$ cat src/rtl/text_video_fetch_if.sv
// Read-only memory port between the text scanout engine and system memory.
// Read data is valid the cycle after addr/cs are presented.
interface text_video_fetch_if #(
  parameter int ADDR_W = 16
);
  logic [ADDR_W-1:0] addr;
  logic              cs;
  logic              we;
  logic [7:0]        dat;

  modport master (output addr, cs, we, input dat);
  modport slave  (input addr, cs, we, output dat);
endinterface

$ cat src/rtl/text_video_fetch.sv
// Text-mode video scanout: fetches character codes and glyph rows over a
// 1-cycle-latency memory port and shifts them out as 1-bit pixels with VGA syncs.
module text_video_fetch #(
  parameter int                ADDR_W      = 16,
  parameter logic [ADDR_W-1:0] SCREEN_BASE = 'hF000,
  parameter logic [ADDR_W-1:0] FONT_BASE   = 'hE000,
  parameter int                COLS        = 80,
  parameter int                H_ACTIVE    = 640,
  parameter int                H_FP        = 16,
  parameter int                H_SYNC      = 96,
  parameter int                H_BP        = 48,
  parameter int                V_ACTIVE    = 480,
  parameter int                V_FP        = 10,
  parameter int                V_SYNC      = 2,
  parameter int                V_BP        = 33
) (
  input  logic                   i_clk,
  input  logic                   i_reset_n,
  text_video_fetch_if.master     mem,
  output logic                   o_hsync,
  output logic                   o_vsync,
  output logic                   o_de,
  output logic                   o_pixel,
  output logic                   o_frame
);
  localparam int H_TOTAL = H_ACTIVE + H_FP + H_SYNC + H_BP;
  localparam int V_TOTAL = V_ACTIVE + V_FP + V_SYNC + V_BP;
  localparam int HW      = $clog2(H_TOTAL);
  localparam int VW      = $clog2(V_TOTAL);

  localparam logic [HW-1:0] H_LAST   = HW'(H_TOTAL - 1);
  localparam logic [HW-1:0] H_ACT    = HW'(H_ACTIVE);
  localparam logic [HW-1:0] HS_BEG   = HW'(H_ACTIVE + H_FP);
  localparam logic [HW-1:0] HS_END   = HW'(H_ACTIVE + H_FP + H_SYNC);
  localparam logic [HW-1:0] H_PREF   = HW'(H_TOTAL - 8);
  localparam logic [VW-1:0] V_LAST   = VW'(V_TOTAL - 1);
  localparam logic [VW-1:0] V_ACT    = VW'(V_ACTIVE);
  localparam logic [VW-1:0] VS_BEG   = VW'(V_ACTIVE + V_FP);
  localparam logic [VW-1:0] VS_END   = VW'(V_ACTIVE + V_FP + V_SYNC);
  localparam logic [HW-3:0] COLS_LIM = (HW-2)'(COLS);

  logic [HW-1:0]     h_q, h_d;
  logic [VW-1:0]     v_q, v_d;
  logic [HW-3:0]     col;
  logic [VW-1:0]     fy;
  logic              fvalid, de_now;
  logic [ADDR_W-1:0] scr_addr;

  logic              hs_q, vs_q, de_q, pix_q, frame_q;
  logic              cs_q, ph1_q, ph2_q, font_sel_q;
  logic [ADDR_W-1:0] scr_q;
  logic [3:0]        row_q;
  logic [7:0]        char_q, nxt_q, sh_q;

  function automatic logic [ADDR_W-1:0] font_addr(logic [7:0] c, logic [3:0] r);
    return FONT_BASE + ADDR_W'({c, r});
  endfunction

  always_comb begin
    h_d = h_q + 1'b1;
    v_d = v_q;
    if (h_q == H_LAST) begin
      h_d = '0;
      v_d = (v_q == V_LAST) ? '0 : v_q + 1'b1;
    end
  end

  // The 8-clock fetch slot at h serves the cell one slot ahead; the last slot
  // of a line prefetches column 0 of the following line.
  always_comb begin
    if (h_q >= H_PREF) begin
      col = '0;
      fy  = (v_q == V_LAST) ? '0 : v_q + 1'b1;
    end else begin
      col = (HW-2)'(h_q[HW-1:3]) + 1'b1;
      fy  = v_q;
    end
    fvalid   = (col < COLS_LIM) && (fy < V_ACT);
    scr_addr = SCREEN_BASE + ADDR_W'(fy >> 4) * ADDR_W'(COLS) + ADDR_W'(col);
    de_now   = (h_q < H_ACT) && (v_q < V_ACT);
  end

  always_ff @(posedge i_clk) begin
    if (!i_reset_n) begin
      h_q        <= '0;
      v_q        <= '0;
      hs_q       <= 1'b1;
      vs_q       <= 1'b1;
      de_q       <= 1'b0;
      pix_q      <= 1'b0;
      frame_q    <= 1'b0;
      cs_q       <= 1'b0;
      ph1_q      <= 1'b0;
      ph2_q      <= 1'b0;
      font_sel_q <= 1'b0;
      scr_q      <= '0;
      row_q      <= '0;
      char_q     <= '0;
      nxt_q      <= '0;
      sh_q       <= '0;
    end else begin
      h_q     <= h_d;
      v_q     <= v_d;
      hs_q    <= !((h_q >= HS_BEG) && (h_q < HS_END));
      vs_q    <= !((v_q >= VS_BEG) && (v_q < VS_END));
      de_q    <= de_now;
      frame_q <= (h_q == '0) && (v_q == '0);
      cs_q    <= fvalid && (h_q[2:1] == 2'b00);
      ph1_q   <= fvalid && (h_q[2:0] == 3'd1);
      ph2_q   <= ph1_q;
      if (fvalid && h_q[2:0] == 3'd0) begin
        scr_q      <= scr_addr;
        row_q      <= fy[3:0];
        font_sel_q <= 1'b0;
      end else if (ph1_q) begin
        font_sel_q <= 1'b1;
      end
      if (ph1_q) char_q <= mem.dat;
      if (ph2_q) nxt_q  <= mem.dat;
      if (h_q[2:0] == 3'd0) begin
        pix_q <= de_now & nxt_q[7];
        sh_q  <= {nxt_q[6:0], 1'b0};
      end else begin
        pix_q <= de_now & sh_q[7];
        sh_q  <= {sh_q[6:0], 1'b0};
      end
    end
  end

  // The glyph address is formed straight from the returning character byte so
  // the glyph read can be issued in the cycle the character arrives.
  assign mem.addr = ph1_q      ? font_addr(mem.dat, row_q) :
                    font_sel_q ? font_addr(char_q, row_q)  : scr_q;
  assign mem.cs   = cs_q;
  assign mem.we   = 1'b0;
  assign o_hsync  = hs_q;
  assign o_vsync  = vs_q;
  assign o_de     = de_q;
  assign o_pixel  = pix_q;
  assign o_frame  = frame_q;
endmodule
$ cat src/flat_wrapper.sv
// flat-port wrapper written by rule: the top's interface ports become plain ports
module text_video_fetch_flat 
#(
  parameter int                ADDR_W      = 16,
  parameter logic [ADDR_W-1:0] SCREEN_BASE = 'hF000,
  parameter logic [ADDR_W-1:0] FONT_BASE   = 'hE000,
  parameter int                COLS        = 80,
  parameter int                H_ACTIVE    = 640,
  parameter int                H_FP        = 16,
  parameter int                H_SYNC      = 96,
  parameter int                H_BP        = 48,
  parameter int                V_ACTIVE    = 480,
  parameter int                V_FP        = 10,
  parameter int                V_SYNC      = 2,
  parameter int                V_BP        = 33
)
  (i_clk, i_reset_n, o_hsync, o_vsync, o_de, o_pixel, o_frame, mem_addr, mem_cs, mem_we, mem_dat);
  text_video_fetch_if #(.ADDR_W(ADDR_W)) mem_i ();
  input  logic i_clk;
  input  logic i_reset_n;
  output logic o_hsync;
  output logic o_vsync;
  output logic o_de;
  output logic o_pixel;
  output logic o_frame;
  output wire logic [$bits(mem_i.addr)-1:0] mem_addr;
  output wire logic [$bits(mem_i.cs)-1:0] mem_cs;
  output wire logic [$bits(mem_i.we)-1:0] mem_we;
  input wire logic [$bits(mem_i.dat)-1:0] mem_dat;
  assign mem_addr = mem_i.addr;
  assign mem_cs = mem_i.cs;
  assign mem_we = mem_i.we;
  assign mem_i.dat = mem_dat;
  text_video_fetch #(.ADDR_W(ADDR_W), .SCREEN_BASE(SCREEN_BASE), .FONT_BASE(FONT_BASE), .COLS(COLS), .H_ACTIVE(H_ACTIVE), .H_FP(H_FP), .H_SYNC(H_SYNC), .H_BP(H_BP), .V_ACTIVE(V_ACTIVE), .V_FP(V_FP), .V_SYNC(V_SYNC), .V_BP(V_BP)) u_core (.i_clk(i_clk), .i_reset_n(i_reset_n), .mem(mem_i), .o_hsync(o_hsync), .o_vsync(o_vsync), .o_de(o_de), .o_pixel(o_pixel), .o_frame(o_frame));
endmodule
$ cat config.mk
export PLATFORM = sky130hd
export DESIGN_NAME = text_video_fetch_flat
export DESIGN_NICKNAME = d
export VERILOG_FILES = /design/src/rtl/text_video_fetch_if.sv /design/src/rtl/text_video_fetch.sv /design/src/flat_wrapper.sv
export SDC_FILE = /design/constraint.sdc
export NUM_CORES = 1
export LEC_CHECK = 0
export ABC_CLOCK_PERIOD_IN_PS = 12400
export CAP_MARGIN = 15
export CORE_ASPECT_RATIO = 0.7
export CORE_UTILIZATION = 50
export DETAILED_ROUTE_END_ITERATION = 10
export GPL_TIMING_DRIVEN = 0
export PLACE_DENSITY = 0.81
export SLEW_MARGIN = 20
export SYNTH_ARGS = -nofsm -noshare
export SYNTH_HDL_FRONTEND = slang
export SYNTH_SLANG_ARGS = --single-unit
$ cat constraint.sdc
create_clock -name i_clk -period 12.4 [get_ports i_clk]
set_input_delay 1.24 -clock i_clk [delete_from_list [all_inputs] [get_ports i_clk]]
set_output_delay 1.24 -clock i_clk [all_outputs]
set_load 0.1 [all_outputs]
# Word level (Yosys, flattened, before mapping)
# Index checks and enable logic that the tools add are counted.
# word_totals
reg_bits	73
in_bits	10
out_inout_bits	23
word_cells	62
# op_classes
n_addsub	7
n_mul	1
order_cmp	9
n_eq_ne	3
mux	7
bitwise_logic	3
reduce_logical	16
# op_table
operator	count
$mux W16	2
$add A14 B13 Y15 const A	2
$lt A10 B9 Y1 const B	3
$add A10 B1 Y10 const B	2
$eq A10 B10 Y1 const B	2
$ge A10 B10 Y1 const B	2
$logic_not A10 Y1	2
$lt A10 B10 Y1 const B	2
$mux W10	2
$add A16 B16 Y16 const A	1
$add A16 B8 Y16	1
$mux W8	2
$ge A10 B9 Y1 const B	1
$mul A6 B3 Y9 const B	1
$add A7 B1 Y8 const B	1
$logic_and A1 B1 Y1	8
$lt A8 B7 Y1 const B	1
$reduce_or A2 Y1	2
$eq A3 B1 Y1 const B	1
$logic_not A3 Y1	1
$and A1 B1 Y1	2
$logic_not A1 Y1	2
$logic_not A2 Y1	1
$mux W1	1
$not A1 Y1	1

# Longest topological paths before layout
# Gate-level depths: netlist of run 1.
# logic_depth
ltp_word	7
ltp_mapped	17
mapped_depth_nobuf	16

# Least setup slack after synthesis of run 1
# Ideal clock, no wire load.
# synth_path
path_kind	reg2reg
from	reg u_core.h_q[4]
to	reg u_core.scr_q[13]
setup_ns	0.115
arrival_time_ns	4.570
required_ns	12.285
setup_slack_ns	7.716
path_stages_with_launch	16
path_buffers	1
synth_period_minus_slack_ns	4.684
cell_sequence	dfxtp_1 -> ha_1 -> or4b_4 -> a31oi_4 -> clkbuf_1 -> nand2_1 -> o31ai_1 -> ha_1 -> ha_1 -> fa_1 -> nand3_1 -> o211ai_1 -> nor4b_1 -> nand2_1 -> o41a_1 -> o21a_1
# synth_between
elab_chain_cells	5
word_cells_on_any_way	11
cone_classes	3 x add/sub; 1 x mul; 3 x order compare; 2 x mux; 2 x reduce/logical
# synth_lines
element	line	text
from (decl)	text_video_fetch.sv:42	logic [HW-1:0] h_q, h_d;
from (signal assigned)	text_video_fetch.sv:85	h_q <= '0;
from (signal assigned)	text_video_fetch.sv:102	h_q <= h_d;
$ge A10 B10 Y1 / $add A7 B1 Y8 (equally long branches)	text_video_fetch.sv:71, text_video_fetch.sv:75	
$mux W10 / $mux W8 (equally long branches)	text_video_fetch.sv:71	if (h_q >= H_PREF) begin
$mul A6 B3 Y9 (tied with other cells)	text_video_fetch.sv:79	scr_addr = SCREEN_BASE + ADDR_W'(fy >> 4) * ADDR_W'(COLS) + ADDR_W'(col);
$add A16 B16 Y16 / $logic_and A1 B1 Y1 (equally long branches)	text_video_fetch.sv:79, text_video_fetch.sv:78	
$add A16 B8 Y16 / $logic_and A1 B1 Y1 (equally long branches)	text_video_fetch.sv:79, text_video_fetch.sv:111	
to (signal assigned)	text_video_fetch.sv:112	scr_q <= scr_addr;
to (decl)	text_video_fetch.sv:51	logic [ADDR_W-1:0] scr_q;
# Parallel ways exist; a longest one is shown, timed or not.
# A chain may end at the register's enable or synchronous reset.

# Final worst setup path of run 1
# layout_path
from	reg u_core.h_q[4]
to	reg u_core.scr_q[15]
# Same word-level chain as after synthesis.

==> results.ini, run 1 <==
[synthesis]
synth-seq-cells = 72
async_flop_share_pct = 0
synth_cell_types = 62
synth_ff_type = dfxtp_1
syn_area_per_cell_um2 = 8.19
netlist.area_leader.share_pct = 35.2
synth_area_mm2 = 0.00409
syn_inst = 500
synth_seq_area_share_pct = 35.2
yosysTopAreaCell = dfxtp_1
yosysWarnings = 0
synth_edf_count = 0
synth_area_leaders = dfxtp_1 (35%), nand2_1 (6.8%), mux2i_1 (6.1%)

[timing]
finalHoldViolations = 0
worst_slack_ns = 6.53
setup_tns_ns = 0
slew_violations = 0
worst_pin_slew_ns = 0.979
finalSetupViolCount = 0
fin_skew_ns = 0.00902
rsz0062_at_grt = false
slew-limit-headroom_pct = 34.5
fin_crit_ns = 5.87
fmax_mhz = 170
final.period_utilization_pct = 47.3

[critical_path]
worst_setup_path_end_kind = flop
rr_worst_depth = 15
required_ns = 12.62
worstPathMaxFanout = 10
crit_slowest_cell = o31ai_1
max_stage_delay_ns = 0.69
cp_common_cell = ha_1
arrival_ns = 6.09
critPathKind = reg2reg
crit_chain = ha_1, or4b_4, a31oi_4, clkbuf_1, nand2_1, o31ai_1, ha_1, ha_1, fa_1, nand3_1, o211ai_1, nor4b_1, nand2_1, o41a_1, o21a_1
startpoint_type = flop

[cts]
clock-sinks = 72
cts_buffer_depth = 2
htree_levels = 3
cts_resized = 0
clk_latency_ns = 0.33
cts_setup_buffers = 0
root_buffer = clkbuf_16
cts_tree = built
cts_hold_buf = 0
clkTransAtPathRegs_ns = 0.06
cts_buffers = 9

[floorplan]
core_area_mm2 = 0.00791
die_area_mm2 = 0.00856
die_w_um = 110
start_util_pct = 51.8
rows = 27
fp.dieH_um = 77.7
pin_count = 33

[global_routing]
overflow = 0
grt_antenna_before_repair = 0
grt_use_total_pct = 28.2
grt_pass1_wl_mm = 18.2
grt_pass1_vias = 3645
grt_max_degree = 13

[finish]
finalNonFillerCells = 649
antenna_cells = 0
nets = 573
syn2layout_area_growth_pct = 18.3
layout_common_cells = nand2_1 (74), dfxtp_1 (72), a21oi_1 (43), nor2_1 (35)
drive_above_1_share_pct = 6.39
layout.cells.most_common = nand2_1

[place]
routabilityCongestion = 0.942
place_inst = 633
dp_hpwl_mm = 8.16
post-place-ws_ns = 6.68
portBuffers = 31

[pwr]
power_density_mw_per_mm2 = 125
ir_worst_vdd_mv = 0.100
leakage_nw = 1.76

[run]
drv_cap = 0

[routing]
vias = 3897
drtIter0Drc = 327
first_pass_iters = 4
top_layer = met4
routed_wl_mm = 11.4
dr_wl_met2_mm = 4.83
route.detailed.drc = 0
final_antenna_net_count = 0
via_per_inst = 6.00
wl_per_cell_um = 17.5
wl_met1_mm = 5.19
route.met3.wl_mm = 1.10

[hold_path]
hold_depth = 2
hold_path_class = reg2reg

[status]
status = finished, final reports clean

[routing by layer]
| metal | GRT usage, % | vias to the layer above |
|---|---|---|
| met5 | 0 | - |
| met4 | 9.21 | 0 |
| met3 | 5.71 | 21 |
| met2 | 43.4 | 199 |
| met1 | 39.3 | 1819 |
| li1 | - | 1858 |
[stage by stage]
step	hold WS [ns]	power (mW)	util [%]	cell area, µm²
after global placement	0.427	0.339	57.4	4530
after detailed placement	0.445	0.342	57.4	4530
after floorplan	0.422	0.317	-	4100
after CTS	0.450	0.605	61.3	4840
final	0.449	0.604	61.3	4840
after global routing	0.477	0.620	61.3	4840
[cell usage after synthesis, types with 3 or more instances]
library cell / count
and3_1: 11
or3_1: 9
xnor2_1: 11
mux2i_1: 25
mux2_2: 4
o21a_1: 3
a211oi_1: 6
a31oi_1: 3
nand2b_1: 10
o31ai_1: 4
clkbuf_1: 30
inv_1: 8
and2_1: 6
nor2_1: 35
dfxtp_1: 72
xor2_1: 8
nor4b_1: 3
o21ai_0: 27
ha_1: 18
nand3_1: 18
a21oi_1: 43
nand4_1: 12
nand2_1: 74
nor3_1: 12
a21o_1: 3
[cells by family after synthesis]
logic type	count (synthesis)	share of synthesized area, %
AO/OA/AOI/OAI	109	17.5
XOR/XNOR	19	4.06
adder cells (fa/ha/maj)	20	6.48
buffers and inverters	44	4.37
flip-flops	72	35.2
multiplexers	29	7.21
other	1	0.0916
AND/OR/NAND/NOR	206	25.1
[sequential cells by signal, summed over array words and instances (netlist names), 4 cells and up]
signal,cells
u_core.scr_q,16
u_core.h_q,10
u_core.v_q,10
u_core.char_q,8
u_core.nxt_q,8
u_core.sh_q,7
u_core.row_q,4
[where the power goes]
group	total (mW)	internal, mW	switching [mW]
combinational	0.0948	0.0258	0.0690
sequential	0.243	0.239	0.00437
clock	0.266	0.167	0.0988
total	0.604	0.431	0.172
[cell type report]
class	instances	area (µm²)
fill	693	3060
multi-input combinational	385	2480
sequential	72	1440
timing repair buffer	31	310
clock buffer	12	256
buffer	36	149
tap	101	126
clock inverter	4	52.6
inverter	8	30.0
[critical path, delay by kind of cell, from the launching register on]
family | cells | cell delay [ns]
AO/OA/AOI/OAI | 5 | 1.81
adder cells (fa/ha/maj) | 4 | 1.51
AND/OR/NAND/NOR | 5 | 1.50
flip-flops | 1 | 0.50
buffers and inverters | 1 | 0.43
[worst paths after layout]
| kind | start | to | slack (ns) |
|---|---|---|---|
| worst max-delay path | u_core.h_q[4]$_SDFF_PP0_ | u_core.scr_q[15]$_SDFFE_PN0P_ | 6.53 |
| worst min-delay path | u_core.sh_q[3]$_SDFF_PN0_ | u_core.sh_q[4]$_SDFF_PN0_ | 0.45 |
| worst max register to register | u_core.h_q[4]$_SDFF_PP0_ | u_core.scr_q[15]$_SDFFE_PN0P_ | 6.53 |
| worst min register to register | u_core.sh_q[3]$_SDFF_PN0_ | u_core.sh_q[4]$_SDFF_PN0_ | 0.45 |
(Power assumes the default switching activity.)
==> run 2: changes to the inputs <==
ABC_CLOCK_PERIOD_IN_PS = 5000   (was 12400)
PLACE_DENSITY = 0.84   (was 0.81)
clock period = 5 ns   (was 12.4 ns; I/O delays follow)
==> run 2 against run 1 <==
Compared with the run above: worst setup slack got worse by 6.3 ns; sequential share of layout area fell by 0.20 points; die area did not move; via count rose by 0.92%; power rose to 2.5 times the previous value; wire length rose by 2.0%; register-to-register slack got worse by 6.3 ns; hold slack got worse by 0.00085 ns.
==> results.ini, run 2 (synthesized netlist as in run 1, its figures left out) <==
[global_routing]
grt_use_total_pct = 28.5  ; +0.34 points
grt_antenna_before_repair = 0  ; unchanged
overflow = 0  ; unchanged
grt_max_degree = 16  ; +3
grt_pass1_vias = 3715  ; +1.9%
grt_pass1_wl_mm = 18.5  ; +1.6%

[floorplan]
start_util_pct = 51.8  ; unchanged
rows = 27  ; unchanged
pin_count = 33  ; unchanged
die_area_mm2 = 0.00856  ; unchanged
fp.dieH_um = 77.7  ; unchanged
die_w_um = 110  ; unchanged
core_area_mm2 = 0.00791  ; unchanged

[pwr]
switching_share_pct = 28.0  ; -0.47 points
comb_power_share_pct = 15.5  ; -0.2 points
finalPower_mw = 1.52  ; +150%
power.switching_mw = 0.426  ; +150%
internal_power_mw = 1.09  ; +150%
power_density_mw_per_mm2 = 311  ; +150%
pwr-share-clk_pct = 44.9  ; +0.9 points
seqPwrFrac_pct = 39.7  ; -0.6 points
leakage_nw = 1.76  ; +0.27%
ir_worst_vdd_mv = 0.280  ; +180%

[critical_path]
worst_setup_path_end_kind = flop
max_stage_delay_ns = 0.55  ; -0.14 ns
rr_worst_depth = 15  ; unchanged
critPathKind = reg2reg
required_ns = 5.19  ; -7.43 ns
r2r_slack_ns = 0.18  ; -6.35 ns
worstPathMaxFanout = 10  ; unchanged
reg2reg_from = u_core.h_q[4]$_SDFF_PP0_
r2r_end = u_core.scr_q[14]$_SDFFE_PN0P_
crit_slowest_cell = or4b_4
cp_common_cell = ha_1
arrival_ns = 5.01  ; -1.08 ns
startpoint_type = flop
crit_chain = ha_2, or4b_4, a31o_4, clkbuf_1, o21ai_0, o31ai_2, ha_1, ha_1, fa_1, xnor2_1, a211o_1, nor4_2, o22ai_1, o21ai_1, a211oi_1

[place]
place_area_mm2 = 0.00453  ; unchanged
post-place-ws_ns = -0.571  ; -7.25 ns
dp_hpwl_mm = 8.32  ; +1.9%
routabilityCongestion = 0.922  ; -2.2%
portBuffers = 31  ; unchanged

[hold_path]
min_to = u_core.sh_q[5]$_SDFF_PN0_
hold_path_class = reg2reg
holdCritStartpoint = u_core.sh_q[4]$_SDFF_PN0_
hold_depth = 2  ; unchanged

[timing]
finalSetupViolCount = 0  ; unchanged
slew-limit-headroom_pct = 34.8  ; +0.24 points
fin_hold_ws_ns = 0.448  ; -0.000854 ns
worst_pin_slew_ns = 0.975  ; -0.00362 ns
final.period_utilization_pct = 96.4  ; +49 points
worst_slack_ns = 0.182  ; -6.35 ns
fin_crit_ns = 4.82  ; -1.05 ns
slew_violations = 0  ; unchanged
fmax_mhz = 208  ; +22%
finalHoldViolations = 0  ; unchanged
fin_skew_ns = 0.00365  ; -0.00536 ns

[finish]
antenna_cells = 0  ; unchanged
layout_common_cells = nand2_1 (74), dfxtp_1 (70), a21oi_1 (43), nor2_1 (35), clkdlybuf4s50_1 (31)
top_regs = u_core.scr_q x16, u_core.h_q x10, u_core.v_q x10
drive_above_1_share_pct = 7.66  ; +1.3 points
layout.cells.most_common = nand2_1
final_area_mm2 = 0.00488  ; +0.85%
largest_reg_flops = 16  ; unchanged
nets = 573  ; unchanged
syn2layout_area_growth_pct = 19.3
top_register = u_core.scr_q

[cts]
clkTransAtPathRegs_ns = 0.06  ; about the same
root_buffer = clkbuf_16
clock-sinks = 72  ; unchanged
htree_levels = 3  ; unchanged
cts_hold_buf = 0  ; unchanged
cts_buffer_depth = 2  ; unchanged
cts_tree = built
clk_latency_ns = 0.34  ; about the same
cts_buffers = 9  ; unchanged

[routing]
final_antenna_net_count = 0  ; unchanged
first_pass_iters = 5  ; +1
wl_per_cell_um = 17.9  ; +2.0%
drtIter0Drc = 311  ; -4.9%
vias = 3933  ; +0.92%
route.detailed.drc = 0  ; unchanged
routed_wl_mm = 11.6  ; +2.0%
via_per_inst = 6.06  ; +0.92%

[run]
drv_cap = 0  ; unchanged

[status]
status = finished, final reports clean

## run 2: worst max-delay path by stage
stage	from	endpoint
finish	u_core.h_q[4]$_SDFF_PP0_	u_core.scr_q[14]$_SDFFE_PN0P_
global route	u_core.h_q[4]$_SDFF_PP0_	u_core.scr_q[12]$_SDFFE_PN0P_
CTS	u_core.h_q[4]$_SDFF_PP0_	u_core.scr_q[14]$_SDFFE_PN0P_
detailed placement	u_core.h_q[4]$_SDFF_PP0_	u_core.scr_q[15]$_SDFFE_PN0P_
global placement	u_core.h_q[4]$_SDFF_PP0_	u_core.scr_q[15]$_SDFFE_PN0P_
floorplan	u_core.h_q[4]$_SDFF_PP0_	u_core.scr_q[13]$_SDFFE_PN0P_
## run 2: per-layer routing
layer,routed length [µm],vias up,GRT usage [%],part of all wire [%]
met3,1130,21,7.56,9.7
met2,5140,189,43.6,44
met1,5140,1861,39.7,44
met5,0,-,0,0
li1,-,1862,-,-
met4,182,0,7.11,1.6
## run 2: critical path: cells and delay by family (launching register included)
| kind | cells | cell delay, ns |
|---|---|---|
| buf+inv | 1 | 0.24 |
| fa+ha+maj | 4 | 1.25 |
| compound gates | 7 | 1.61 |
| flops | 1 | 0.42 |
| simple gates | 2 | 0.92 |
| xor+xnor | 1 | 0.23 |
## run 2: per-stage QoR
stage | util [%] | std cells | TNS [ns]
floorplan | - | 501 | 0
global placement | 57.4 | 633 | -2.12
detailed placement | 57.4 | 633 | -2.57
CTS | 61.6 | 649 | 0
global route | 61.8 | 649 | -0.00220
finish | 61.8 | 649 | 0
## run 2: cell type report
cell class	instances	area, µm²
Tap cell	101	126
Multi-Input combinational cell	385	2510
Timing Repair Buffer	32	318
Clock buffer	11	233
Buffer	35	146
Clock inverter	5	81.3
Inverter	8	30.0
Fill cell	676	3020
Sequential cell	72	1440
## run 2: power by group through the flow
stage	clock [mW]	combinational [mW]	sequential, mW
floorplan	0	0.158	0.628
global placement	0	0.228	0.613
detailed placement	0	0.232	0.614
CTS	0.683	0.233	0.602
global route	0.708	0.246	0.604
finish	0.681	0.235	0.603
## run 2: what timing repair did
| item | in CTS | in global routing |
|---|---|---|
| pin swaps | 1 | 0 |
| endpoints found under the hold margin | 0 | 0 |
| setup endpoints to repair | 5 | 4 |
| buffers inserted | 1 | 0 |
| resized for setup | 3 | 7 |
==> run 3: changes to the inputs <==
CORE_ASPECT_RATIO = 2   (was 0.7)
CORE_UTILIZATION = 53   (was 50)
PLACE_DENSITY = 0.88   (was 0.84)
==> run 3 against run 2 <==
Compared with the run above: final cell count shrank 0.92%; non-clock buffer count grew 1; wire length grew 5.9%; first-iteration DRC count grew 4.8%; power shrank 1.3%; hold slack lost 0.0013 ns; register-to-register slack gained 0.04 ns; combinational power is essentially flat; maximum frequency grew 0.77%; highest routed layer unchanged.
==> results.ini, run 3 (synthesized netlist as in run 1, its figures left out) <==
[status]
status = finished, final reports clean

[place]
dp_hpwl_mm = 8.79  ; +5.7%
post-place-ws_ns = -0.772  ; -0.201 ns
portBuffers = 31  ; unchanged
routabilityCongestion = 0.980  ; +6.3%

[timing]
slew-limit-headroom_pct = 34.8  ; about the same
worst_slack_ns = 0.219  ; +0.0369 ns
fin_crit_ns = 4.78  ; -0.0369 ns
finalHoldViolations = 0  ; unchanged
final.period_utilization_pct = 95.6  ; -0.74 points
finalSetupViolCount = 0  ; unchanged
slew_violations = 0  ; unchanged
fin_skew_ns = 0.00509  ; +0.00143 ns
rsz0062_at_grt = false
worst_pin_slew_ns = 0.975  ; -0.000178 ns
setup_tns_ns = 0  ; unchanged
fmax_mhz = 209  ; +0.77%

[floorplan]
die_area_mm2 = 0.00810  ; -5.4%
fp.dieH_um = 126  ; +63%
rows = 45  ; +67%
die_w_um = 64.1  ; -42%
pin_count = 33  ; unchanged
core_area_mm2 = 0.00754  ; -4.6%
start_util_pct = 54.3  ; +2.5 points

[routing]
route.detailed.drc = 0  ; unchanged
wl_per_cell_um = 19.1  ; +6.9%
drtIter0Drc = 326  ; +4.8%
first_pass_iters = 5  ; unchanged
vias = 3980  ; +1.2%
via_per_inst = 6.19  ; +2.1%
final_antenna_net_count = 0  ; unchanged
routed_wl_mm = 12.3  ; +5.9%

[finish]
multi_input_area_mm2 = 0.00251  ; +0.35%
antenna_cells = 0  ; unchanged
top_regs = u_core.scr_q x16, u_core.h_q x10, u_core.v_q x10
final_util_pct = 64.8  ; +3.0 points
layout.cells.most_common = nand2_1
fill_cells = 609  ; -9.9%
syn2layout_area_growth_pct = 19.4  ; about the same
largest_reg_flops = 16  ; unchanged
top_register = u_core.scr_q
seqCellArea_mm2 = 0.00144  ; unchanged
nets = 574  ; +0.17%
layout_common_cells = nand2_1 (74), dfxtp_1 (70), a21oi_1 (43), nor2_1 (35), clkdlybuf4s50_1 (31)
drive_above_1_share_pct = 8.01  ; +0.35 points

[cts]
root_buffer = clkbuf_16
clkTransAtPathRegs_ns = 0.06  ; about the same
cts_buffers = 9  ; unchanged
clk_latency_ns = 0.34  ; about the same
cts_buffer_depth = 2  ; unchanged
clock-sinks = 72  ; unchanged
htree_levels = 3  ; unchanged
cts_tree = built

[global_routing]
grt-busiest-layer = met2
grt_max_degree = 13  ; -3
grt_util_met2_pct = 57.8  ; +14 points
overflow = 0  ; unchanged
grt_use_total_pct = 32.4  ; +3.9 points
grt_antenna_before_repair = 0  ; unchanged
grt_util_met3_pct = 7.01  ; -0.55 points
grt_pass1_wl_mm = 20.0  ; +8.2%
grt_pass1_vias = 4092  ; +10%
use_met1_pct = 31.1  ; -8.7 points

[hold_path]
holdCritStartpoint = u_core.sh_q[3]$_SDFF_PN0_
hold_path_class = reg2reg

[critical_path]
worstPathMaxFanout = 10  ; unchanged
reg2reg_from = u_core.h_q[4]$_SDFF_PP0_
startpoint_type = flop
worst_setup_path_end_kind = flop
critPathKind = reg2reg
required_ns = 5.19  ; about the same
arrival_ns = 4.97  ; -0.04 ns
crit_start = u_core.h_q[4]$_SDFF_PP0_

[run]
drv_cap = 0  ; unchanged

[pwr]
leakage_nw = 1.77  ; +0.68%
power_density_mw_per_mm2 = 307  ; -1.4%
ir_worst_vdd_mv = 0.170  ; -39%

==> run 3: final cells by class <==
cell class | count | share of cell area, %
clock buffers | 12 | 5.25
flip-flops and latches | 72 | 29.5
multi-input cells | 385 | 51.5
well taps | 94 | 2.41
inverters | 8 | 0.614
repair buffers | 33 | 6.66
plain buffers | 35 | 3.00
clock inverters | 4 | 1.08
==> run 3: per-layer routing <==
metal	up-vias	wire length, µm
met5	-	0
met4	0	1000
met3	70	618
met2	181	6420
met1	1865	4240
li1	1864	-
==> run 3: power breakdown <==
group,switching [mW],internal (mW)
Clock,0.248,0.414
Sequential,0.0107,0.592
Combinational,0.170,0.0639
==> run 3: worst max-delay path: stages (launching register included) <==
cell      delay (ns)
dfxtp_2         0.41
ha_2            0.27
or4b_4          0.54
a31o_4          0.30
clkbuf_1        0.23
o21ai_1         0.29
o31ai_4         0.15
ha_1            0.32
ha_1            0.22
fa_1            0.41
xnor2_1         0.22
a211o_1         0.34
nor4_1          0.41
o22ai_1         0.13
o21ai_1         0.26
a211oi_1        0.12
==> run 3: worst paths after layout <==
check	to	slack (ns)	cells past startpoint
worst min register to register	u_core.sh_q[4]$_SDFF_PN0_	0.45	2
worst max register to register	u_core.scr_q[14]$_SDFFE_PN0P_	0.22	15
worst min-delay path	u_core.sh_q[4]$_SDFF_PN0_	0.45	2
worst max-delay path	u_core.scr_q[14]$_SDFFE_PN0P_	0.22	15
==> run 3: what timing repair did <==
action                                  CTS  global route
endpoints found under the setup margin    6             5
hold buffers                              0             0
pin swaps                                 1             0
gates resized for setup                   4             8
setup buffers                             2             0
gates cloned                              0             0
==> run 3: metrics by stage <==
step	power [mW]	hold WS, ns	cell area, µm²	std cells
global route	1.54	0.468	4890	643
detailed placement	0.845	0.444	4530	626
CTS	1.50	0.452	4870	643
global placement	0.841	0.429	4530	626
floorplan	0.786	0.422	4100	501
finish	1.50	0.447	4890	643
